<file path="config.mk">
export PLATFORM = sky130hd
export DESIGN_NAME = msix_pba_engine_flat
export DESIGN_NICKNAME = d
export VERILOG_FILES = /design/src/rtl/msix_pba_if.sv /design/src/rtl/msix_pba_engine.sv /design/src/flat_wrapper.sv
export SDC_FILE = /design/constraint.sdc
export NUM_CORES = 1
export LEC_CHECK = 0
export CORE_ASPECT_RATIO = 0.7
export CORE_MARGIN = 5
export CORE_UTILIZATION = 43
export DETAILED_ROUTE_END_ITERATION = 6
export PLACE_DENSITY = 0.71
export SYNTH_ARGS = -nofsm -noshare
export SYNTH_HDL_FRONTEND = slang
export SYNTH_SLANG_ARGS = --single-unit
export TNS_END_PERCENT = 50
</file>
<file path="constraint.sdc">
create_clock -name clk -period 2.4 [get_ports clk]
set_input_delay 0.48 -clock clk [delete_from_list [all_inputs] [get_ports clk]]
set_output_delay 0.48 -clock clk [all_outputs]
set_load 0.05 [all_outputs]
</file>
<file path="src/rtl/msix_pba_if.sv">
// MSI-X message request/ack handshake and PBA QWORD read bus.
interface msix_pba_if #(
    parameter int QA_W = 1
);
    logic            msg_req;
    logic [10:0]     msg_vector;
    logic            msg_ack;
    logic            pba_rd_en;
    logic [QA_W-1:0] pba_rd_addr;
    logic [63:0]     pba_rd_data;
    logic            pba_rd_valid;

    // master: the PBA engine; slave: TLP generator plus BAR read path
    modport master (
        output msg_req, msg_vector, pba_rd_data, pba_rd_valid,
        input  msg_ack, pba_rd_en, pba_rd_addr
    );
    modport slave (
        input  msg_req, msg_vector, pba_rd_data, pba_rd_valid,
        output msg_ack, pba_rd_en, pba_rd_addr
    );
endinterface

</file>
<file path="src/rtl/msix_pba_engine.sv">
// MSI-X Pending Bit Array: Offset/BIR register, per-vector pending bits,
// round-robin message arbitration and QWORD-readable PBA.
module msix_pba_engine #(
    parameter int          NUM_VECTORS  = 32,
    parameter logic [28:0] RESET_OFFSET = 29'h0,
    parameter logic [2:0]  RESET_BIR    = 3'd0,
    localparam int         QW           = (NUM_VECTORS + 63) / 64,
    localparam int         QA_W         = (QW > 1) ? $clog2(QW) : 1
) (
    input  logic                   clk,
    input  logic                   reset_n,
    input  logic [31:0]            cfg_write_data,
    input  logic                   cfg_write_enable,
    output logic [31:0]            cfg_read_data,
    input  logic                   msix_enable,
    input  logic                   function_mask,
    input  logic [NUM_VECTORS-1:0] vec_mask,
    input  logic [NUM_VECTORS-1:0] vec_event,
    msix_pba_if.master             bus,
    output logic                   pending_any
);
    typedef enum logic {IDLE, REQ} state_t;

    localparam logic [10:0] LAST_VEC = 11'(NUM_VECTORS - 1);

    state_t                 state, state_nxt;
    logic [NUM_VECTORS-1:0] pending, pending_nxt, eligible;
    logic [10:0]            ptr, ptr_nxt, vec_nxt, sel_idx, hi_idx, lo_idx;
    logic                   req_nxt, clr, hi_found, lo_found;
    logic [QW*64-1:0]       pend_pad;
    logic [63:0]            rd_word;
    logic [QA_W-1:0]        rd_addr;

    assign rd_addr  = bus.pba_rd_addr;
    assign eligible = pending & ~vec_mask & {NUM_VECTORS{msix_enable & ~function_mask}};

    // Downward scan so the lowest index wins; hi_* covers the range at/above ptr.
    always_comb begin
        hi_found = 1'b0;
        hi_idx   = '0;
        lo_found = 1'b0;
        lo_idx   = '0;
        for (int i = NUM_VECTORS - 1; i >= 0; i--) begin
            if (eligible[i]) begin
                lo_found = 1'b1;
                lo_idx   = 11'(i);
                if (11'(i) >= ptr) begin
                    hi_found = 1'b1;
                    hi_idx   = 11'(i);
                end
            end
        end
        sel_idx = hi_found ? hi_idx : lo_idx;
    end

    always_comb begin
        state_nxt = state;
        req_nxt   = bus.msg_req;
        vec_nxt   = bus.msg_vector;
        ptr_nxt   = ptr;
        clr       = 1'b0;
        case (state)
            IDLE: begin
                if (lo_found) begin
                    state_nxt = REQ;
                    req_nxt   = 1'b1;
                    vec_nxt   = sel_idx;
                end
            end
            REQ: begin
                if (bus.msg_ack) begin
                    state_nxt = IDLE;
                    req_nxt   = 1'b0;
                    clr       = 1'b1;
                    ptr_nxt   = (bus.msg_vector == LAST_VEC) ? 11'd0 : bus.msg_vector + 11'd1;
                end
            end
            default: state_nxt = IDLE;
        endcase
    end

    // Clear applied before set so an event coinciding with its own ack survives.
    always_comb begin
        pending_nxt = pending;
        for (int i = 0; i < NUM_VECTORS; i++) begin
            if (clr && bus.msg_vector == 11'(i)) pending_nxt[i] = 1'b0;
        end
        if (msix_enable) pending_nxt = pending_nxt | vec_event;
    end

    always_comb begin
        pend_pad                  = '0;
        pend_pad[NUM_VECTORS-1:0] = pending;
        rd_word                   = '0;
        for (int q = 0; q < QW; q++) begin
            if (int'(rd_addr) == q) rd_word = pend_pad[q*64 +: 64];
        end
    end

    always_ff @(posedge clk) begin
        if (!reset_n) state <= IDLE;
        else          state <= state_nxt;
    end

    always_ff @(posedge clk) begin
        if (!reset_n) begin
            pending          <= '0;
            ptr              <= '0;
            bus.msg_req      <= 1'b0;
            bus.msg_vector   <= '0;
            bus.pba_rd_data  <= '0;
            bus.pba_rd_valid <= 1'b0;
            pending_any      <= 1'b0;
            cfg_read_data    <= {RESET_OFFSET, RESET_BIR};
        end else begin
            pending          <= pending_nxt;
            ptr              <= ptr_nxt;
            bus.msg_req      <= req_nxt;
            bus.msg_vector   <= vec_nxt;
            bus.pba_rd_valid <= bus.pba_rd_en;
            pending_any      <= |pending;
            if (bus.pba_rd_en) bus.pba_rd_data <= rd_word;
            if (cfg_write_enable) begin
                cfg_read_data[31:3] <= cfg_write_data[31:3];
                // BIR encodings 6 and 7 are reserved and leave the field untouched
                if (cfg_write_data[2:0] <= 3'd5) cfg_read_data[2:0] <= cfg_write_data[2:0];
            end
        end
    end
endmodule

</file>
<file path="src/flat_wrapper.sv">
// flat-port wrapper written by rule: the top's interface ports become plain ports
module msix_pba_engine_flat 
#(
    parameter int          NUM_VECTORS  = 32,
    parameter logic [28:0] RESET_OFFSET = 29'h0,
    parameter logic [2:0]  RESET_BIR    = 3'd0,
    localparam int         QW           = (NUM_VECTORS + 63) / 64,
    localparam int         QA_W         = (QW > 1) ? $clog2(QW) : 1
)
  (clk, reset_n, cfg_write_data, cfg_write_enable, cfg_read_data, msix_enable, function_mask, vec_mask, vec_event, pending_any, bus_msg_req, bus_msg_vector, bus_pba_rd_data, bus_pba_rd_valid, bus_msg_ack, bus_pba_rd_en, bus_pba_rd_addr);
  msix_pba_if #(.QA_W(1)) bus_i ();
  input  logic clk;
  input  logic reset_n;
  input  logic [31:0] cfg_write_data;
  input  logic cfg_write_enable;
  output logic [31:0] cfg_read_data;
  input  logic msix_enable;
  input  logic function_mask;
  input  logic [NUM_VECTORS-1:0] vec_mask;
  input  logic [NUM_VECTORS-1:0] vec_event;
  output logic pending_any;
  output wire logic [$bits(bus_i.msg_req)-1:0] bus_msg_req;
  output wire logic [$bits(bus_i.msg_vector)-1:0] bus_msg_vector;
  output wire logic [$bits(bus_i.pba_rd_data)-1:0] bus_pba_rd_data;
  output wire logic [$bits(bus_i.pba_rd_valid)-1:0] bus_pba_rd_valid;
  input wire logic [$bits(bus_i.msg_ack)-1:0] bus_msg_ack;
  input wire logic [$bits(bus_i.pba_rd_en)-1:0] bus_pba_rd_en;
  input wire logic [$bits(bus_i.pba_rd_addr)-1:0] bus_pba_rd_addr;
  assign bus_msg_req = bus_i.msg_req;
  assign bus_msg_vector = bus_i.msg_vector;
  assign bus_pba_rd_data = bus_i.pba_rd_data;
  assign bus_pba_rd_valid = bus_i.pba_rd_valid;
  assign bus_i.msg_ack = bus_msg_ack;
  assign bus_i.pba_rd_en = bus_pba_rd_en;
  assign bus_i.pba_rd_addr = bus_pba_rd_addr;
  msix_pba_engine #(.NUM_VECTORS(NUM_VECTORS), .RESET_OFFSET(RESET_OFFSET), .RESET_BIR(RESET_BIR)) u_core (.clk(clk), .reset_n(reset_n), .cfg_write_data(cfg_write_data), .cfg_write_enable(cfg_write_enable), .cfg_read_data(cfg_read_data), .msix_enable(msix_enable), .function_mask(function_mask), .vec_mask(vec_mask), .vec_event(vec_event), .bus(bus_i), .pending_any(pending_any));
endmodule
</file>
# Yosys cells after proc, flatten, opt, wreduce, memory -nomap -nowiden

Index checks and enable logic that the tools add are counted.

Flip-flop bits (word level): 154
Bits of input ports: 104
Output and inout bits: 110

Add/subtract/negate cells: 1
Magnitude comparators: 33
Eq/ne operators: 33
Muxes and demuxes: 236
Bitwise operators: 7
Reduce and logical (&&, ||, !) cells: 38

Operators by type and width:

| kind                                                   | count |
|---|---|
| 2-to-1 mux 11 bit                                      | 65 |
| equality test 11 x 5 -> 1 bit (second input constant)  | 16 |
| >= comparator 5 x 11 -> 1 bit (first input constant)   | 16 |
| 2-to-1 mux 5 bit                                       | 33 |
| 2-to-1 mux 1 bit                                       | 134 |
| equality test 11 x 4 -> 1 bit (second input constant)  | 8 |
| >= comparator 4 x 11 -> 1 bit (first input constant)   | 8 |
| bitwise AND 32 bit                                     | 2 |
| 2-to-1 mux 32 bit                                      | 2 |
| equality test 11 x 3 -> 1 bit (second input constant)  | 4 |
| >= comparator 3 x 11 -> 1 bit (first input constant)   | 4 |
| logical AND 1 bit                                      | 32 |
| NOT 32 bit                                             | 1 |
| OR 32 bit                                              | 1 |
| OR reduction 32 bit                                    | 1 |
| equality test 11 x 2 -> 1 bit (second input constant)  | 2 |
| >= comparator 1 x 11 -> 1 bit (first input constant)   | 2 |
| >= comparator 2 x 11 -> 1 bit (first input constant)   | 2 |
| adder 11 x 1 -> 11 bit (second input constant)         | 1 |
| equality test 11 x 1 -> 1 bit (second input constant)  | 1 |
| zero test 11 bit                                       | 1 |
| AND reduction 2 bit                                    | 4 |
| one-hot mux 1 bit (2 select lines)                     | 2 |
| less-or-equal comparator 3 bit (second input constant) | 1 |
| other kinds (4)                                        | 5 |

# Logic depth before layout (Yosys ltp)

Depth after elaboration: 67
Depth in mapped cells: 11
Mapped depth without buffers: 7

# Worst setup path before layout

Ideal clock, no wire load.

Kind: input to register
Start point: input port msix_enable
End point: register u_core.bus.msg_vector[1]
Library setup time: 0.120 ns
Data arrival time: 2.047 ns
Data required time: 2.280 ns
Path slack: 0.234 ns
Stages on the path: 8
Buffers on the path: 1
Cell sequence: buf_6 -> and4bb_4 -> o31a_1 -> and3_4 -> or3b_1 -> o211ai_2 -> a21oi_1 -> o31a_1

Longest elaborated chain between the ends: 66

Ends and longest elaborated chain:

| item                                                         | line                   | RTL |
|---|---|---|
| start, declared                                              | flat_wrapper.sv:17     | `input logic msix_enable;` |
| bitwise AND 1 bit *                                          | msix_pba_engine.sv:35  | `assign eligible = pending & ~vec_mask & {NUM_VECTORS{msix_enable & ~function_mask}};` |
| bitwise AND 32 bit *                                         | msix_pba_engine.sv:35  |  |
| 2-to-1 mux 11 bit / 2-to-1 mux 1 bit (equally long branches) | msix_pba_engine.sv:44  | `if (eligible[i]) begin` |
| 2-to-1 mux 11 bit / 2-to-1 mux 1 bit (equally long branches) | msix_pba_engine.sv:47  | `if (11'(i) >= ptr) begin` |
| 2-to-1 mux 11 bit / 2-to-1 mux 1 bit (equally long branches) | msix_pba_engine.sv:44  |  |
| 2-to-1 mux 11 bit / 2-to-1 mux 1 bit (equally long branches) | msix_pba_engine.sv:47  |  |
| 2-to-1 mux 11 bit / 2-to-1 mux 1 bit (equally long branches) | msix_pba_engine.sv:44  |  |
| 2-to-1 mux 11 bit / 2-to-1 mux 1 bit (equally long branches) | msix_pba_engine.sv:47  |  |
| (+50 left out)                                               | -                      |  |
| 2-to-1 mux 11 bit / 2-to-1 mux 1 bit (equally long branches) | msix_pba_engine.sv:44  |  |
| 2-to-1 mux 11 bit / 2-to-1 mux 1 bit (equally long branches) | msix_pba_engine.sv:47  |  |
| 2-to-1 mux 11 bit / 2-to-1 mux 1 bit (equally long branches) | msix_pba_engine.sv:44  |  |
| 2-to-1 mux 11 bit / 2-to-1 mux 1 bit (equally long branches) | msix_pba_engine.sv:47  |  |
| 2-to-1 mux 11 bit / 2-to-1 mux 1 bit (equally long branches) | msix_pba_engine.sv:44  |  |
| 2-to-1 mux 11 bit / 2-to-1 mux 1 bit (equally long branches) | msix_pba_engine.sv:47  |  |
| 2-to-1 mux 11 bit / 2-to-1 mux 1 bit (equally long branches) | msix_pba_engine.sv:44  |  |
| 2-to-1 mux 11 bit                                            | msix_pba_engine.sv:53  | `sel_idx = hi_found ? hi_idx : lo_idx;` |
| end signal, assigned                                         | msix_pba_engine.sv:119 | `bus.msg_vector <= vec_nxt;` |
| end, declared                                                | msix_pba_if.sv:15      | `output msg_req, msg_vector, pba_rd_data, pba_rd_valid,` |

Every way passes the cells marked *; elsewhere a longest branch is shown, timed or not.
A chain may end at the register's enable or synchronous reset.

# Worst setup path after layout

Start point: input port vec_mask[21]
End point: register u_core.bus.msg_vector[1]

Longest elaborated chain between the ends: 47

Ends and longest elaborated chain:

| item                                                         | line                  | RTL |
|---|---|---|
| start, declared                                              | flat_wrapper.sv:19    | `input logic [NUM_VECTORS-1:0] vec_mask;` |
| NOT 32 bit *                                                 | msix_pba_engine.sv:35 |  |
| bitwise AND 32 bit * (2 in series)                           | msix_pba_engine.sv:35 |  |
| 2-to-1 mux 11 bit / 2-to-1 mux 1 bit (equally long branches) | msix_pba_engine.sv:44 |  |
| 2-to-1 mux 11 bit / 2-to-1 mux 1 bit (equally long branches) | msix_pba_engine.sv:47 |  |
| 2-to-1 mux 11 bit / 2-to-1 mux 1 bit (equally long branches) | msix_pba_engine.sv:44 |  |
| 2-to-1 mux 11 bit / 2-to-1 mux 1 bit (equally long branches) | msix_pba_engine.sv:47 |  |
| 2-to-1 mux 11 bit / 2-to-1 mux 1 bit (equally long branches) | msix_pba_engine.sv:44 |  |
| 2-to-1 mux 11 bit / 2-to-1 mux 1 bit (equally long branches) | msix_pba_engine.sv:47 |  |
| (+30 left out)                                               | -                     |  |
| 2-to-1 mux 11 bit / 2-to-1 mux 1 bit (equally long branches) | msix_pba_engine.sv:44 |  |
| 2-to-1 mux 11 bit / 2-to-1 mux 1 bit (equally long branches) | msix_pba_engine.sv:47 |  |
| 2-to-1 mux 11 bit / 2-to-1 mux 1 bit (equally long branches) | msix_pba_engine.sv:44 |  |
| 2-to-1 mux 11 bit / 2-to-1 mux 1 bit (equally long branches) | msix_pba_engine.sv:47 |  |
| 2-to-1 mux 11 bit / 2-to-1 mux 1 bit (equally long branches) | msix_pba_engine.sv:44 |  |
| 2-to-1 mux 11 bit / 2-to-1 mux 1 bit (equally long branches) | msix_pba_engine.sv:47 |  |
| 2-to-1 mux 11 bit / 2-to-1 mux 1 bit (equally long branches) | msix_pba_engine.sv:44 |  |
| 2-to-1 mux 11 bit                                            | msix_pba_engine.sv:53 |  |

Marked as above.

==> flow_metrics.tcl <==
set metrics [dict create \
    tns_ns 0 \
    syn_to_final_growth_pct 49.1 \
    cts_root_buf "clkbuf_16" \
    regArea_mm2 0.00223 \
    cp_data_required_time_ns 2.64 \
    routedWlPerCell_um 21.1 \
    h-tree-depth 3 \
    crit_fanout 4 \
    ys_ff_latch 111 \
    grt_overflow 0 \
    grt_pass1_vias 6759 \
    io_buffers 175 \
    final.period_utilization_pct 98.3 \
    drtIter0Drc 782 \
    antenna_found_initial 1 \
    track_usage_pct 28.7 \
    crit_chain "clkdlybuf4s50_1 > nand2b_1 > a41oi_1 > nor4b_4 > buf_4 > a21oi_2 > o21ai_1 > a21oi_1 > o31a_1" \
    async_reset_ff_share_pct 0 \
    io-pin-count 214 \
    grt_start_max_net_pins 68 \
    cts.reportedPaths.clkPinSlew_ns 0.07 \
    drive_above_1_share_pct 20.7 \
    synth_edf_count 0 \
    yosysWarningCount 0 \
    ys.flop_type "dfxtp_1" \
    num_vias 7396 \
    cts_hold_buf 0 \
    startpoint_type "primary input" \
    fin_util_pct 65.1 \
    clock_path_buffers 2 \
    arrival_ns 2.60 \
    crit_path_end "u_core.bus.msg_vector[1]" \
    grt_first_pass_wirelength_um 40800 \
    die_area_mm2 0.0183 \
    core_area_mm2 0.0154 \
    synthDistinctLibCells 82 \
    finalPower_mw 5.25 \
    fp-row-count 38 \
    worst_slew_pin_slew_ns 0.760 \
    nNetsFinal 1223 \
    antenna_cells 0 \
    ys_seq_area_share_pct 33.1 \
    leakagePower_nw 4.04 \
    hpwl_um 22300 \
    period_minus_slack_ns 2.36 \
    cts_tree "yes" \
    numClockSinks 111 \
    drcViolationCount 0 \
    multiInputGateArea_mm2 0.00415 \
    rr_startpoint "u_core.ptr[3]" \
    start_util_pct 43.6 \
    synthCells 816 \
    maxCapViolations 0 \
    placed_area_mm2 0.00958 \
    reg2reg_to "u_core.bus.msg_vector[0]" \
    insertion_delay_ns 0.35 \
    crit_type "in -> reg" \
    slew_viol_final 0 \
    drt_pre_antenna_iters 5 \
    cts_buffers 9 \
    dpl_worst_slack_ns -0.447 \
    slew_headroom_pct 48.9 \
    endpoint_kind "register" \
    status "finished clean" \
    ant_nets 0 \
    die_y_um 115 \
    die_w_um 159 \
    syn_area_per_cell_um2 8.24 \
    power_density_mw_per_mm2 524 \
    setup_viol 0 \
    clock_skew_ns 0.00712 \
    synth_area_mm2 0.00672 \
    place_congestion 1.04 \
    cpMaxStageDelayCell "clkdlybuf4s50_1" \
    min_path_type "reg -> reg" \
    reg2reg_depth 9 \
    finalHoldViolCount 0 \
    viasPerCell 5.62 \
    reg2reg_setup_slack_ns 0.07 \
    fmax_ghz 0.424 \
    critPathLaunch "vec_mask[21]" \
    fill_cells 1324 \
    vdd_drop_max_mv 0.375 \
    design_area_mm2 0.0100 \
    cpPeakStageDelay_ns 0.54 \
    drt_wl_total_um 27800 \
    postLayoutSetupSlackWorst_ns 0.0412 \
]
[where the power goes]
part,switching (mW),total (mW),internal (mW)
clock network,0.717,1.44,0.720
logic,0.981,1.73,0.750
registers,0.137,2.09,1.95
total,1.83,5.25,3.42
[flip-flops by register name, summed over array words and instances (netlist names)]
| name | count |
|---|---|
| u_core.ptr | 6 |
| u_core.bus.msg_req | 1 |
| u_core.state | 1 |
| u_core.bus.pba_rd_valid | 1 |
| u_core.pending | 32 |
| u_core.cfg_read_data | 32 |
| u_core.bus.pba_rd_data | 32 |
| u_core.pending_any | 1 |
| u_core.bus.msg_vector | 5 |
[stage by stage]
stage / hold WS (ns) / std cells
after floorplan: 0.484 / 853
after global placement: 0.458 / 1298
after detailed placement: 0.469 / 1298
after CTS: 0.484 / 1314
after global routing: 0.509 / 1317
final: 0.480 / 1317
[area by class of cell]
cell class,count,share of cell area (%)
repair buffers,337,30.6
flip-flops and latches,111,22.3
clock buffers,9,2.25
well taps,200,2.50
clock inverters,6,0.549
multi-input cells,643,41.4
inverters,11,0.412
[kinds of logic (layout without fill, tap and decap cells)]
group,after synthesis,in the layout,synth area share [%]
compound gates,232,232,23.1
other cells,1,38,0.0558
xor+xnor,2,2,0.261
fa+ha+maj,6,6,1.12
simple gates,334,334,28.8
mux,31,31,4.64
buf+inv,99,363,8.94
flops,111,111,33.1
[cell usage in the layout (no fill, tap or decap), drive strengths merged, types with 3 or more instances in the layout]
master and instances:
nor2 25, a31oi 8, a211oi 11, nor2b 125
a41oi 9, clkdlybuf4s50 166, a22oi 20, nand3 18
or2 5, nor4b 3, nand4 6, and3 5
dlymetal6s2s 4, nor3 7, ha 6, conb 38
o311ai 3, nor4 11, o21ai 42, dfxtp 111
a21oi 62, nand2 65, clkbuf 10, a21boi 17
o22ai 11, a221oi 3, inv 14, a21o 8
and2 8, nand4bb 3, o21a 5, mux2i 30
o211ai 7, nand2b 36, buf 164
[worst max-delay path: cells and delay by family]
| kind | cells | cell delay (ns) |
|---|---|---|
| AOI/OAI and AO/OA | 5 | 0.78 |
| buffers and inverters | 2 | 0.73 |
| and+or+nand+nor | 2 | 0.61 |
[metal layers]
| layer | track usage, % | vias up | wire, um |
|---|---|---|---|
| met5 | 0 | - | 13 |
| met4 | 6.31 | 2 | 475 |
| met3 | 10.5 | 44 | 3560 |
| met2 | 36.8 | 428 | 10600 |
| met1 | 44.7 | 3485 | 13200 |
| li1 | - | 3437 | - |
[worst min-delay path by stage]
stage / startpoint / endpoint / slack, ns / depth (start not counted)
2_1_floorplan: u_core.pending[0] / u_core.pending[0] / 0.48 / 2
3_3_place_gp: u_core.cfg_read_data[0] / u_core.cfg_read_data[0] / 0.46 / 2
3_5_place_dp: u_core.cfg_read_data[0] / u_core.cfg_read_data[0] / 0.47 / 2
4_1_cts: u_core.cfg_read_data[0] / u_core.cfg_read_data[0] / 0.48 / 2
5_1_grt: u_core.cfg_read_data[0] / u_core.cfg_read_data[0] / 0.51 / 2
6_report: u_core.cfg_read_data[0] / u_core.cfg_read_data[0] / 0.48 / 2
[synth_stat cells, drive strengths merged (9+ instances only)]
cell | count | share of area, %
a211oi | 11 | 1.5
mux2i | 30 | 4.5
buf | 59 | 6.7
nor2 | 25 | 1.4
nor2b | 125 | 12
a22oi | 20 | 2.2
nand2 | 65 | 3.6
dfxtp | 111 | 33
nand2b | 36 | 3.4
a41oi | 9 | 1.3
a21boi | 17 | 1.9
a21oi | 62 | 4.7
inv | 11 | 0.61
nand3 | 18 | 1.3
o22ai | 11 | 1.0
nor4 | 11 | 1.1
o21ai | 42 | 3.1
clkbuf | 29 | 1.6
[what timing repair did]
action / 4_1_cts / 5_1_grt
gates resized for setup: 11 / 34
setup endpoints to repair: 5 / 5
pin swaps: 5 / 10
buffers inserted: 1 / 3
No activity file was read; power rests on OpenSTA's default activity.
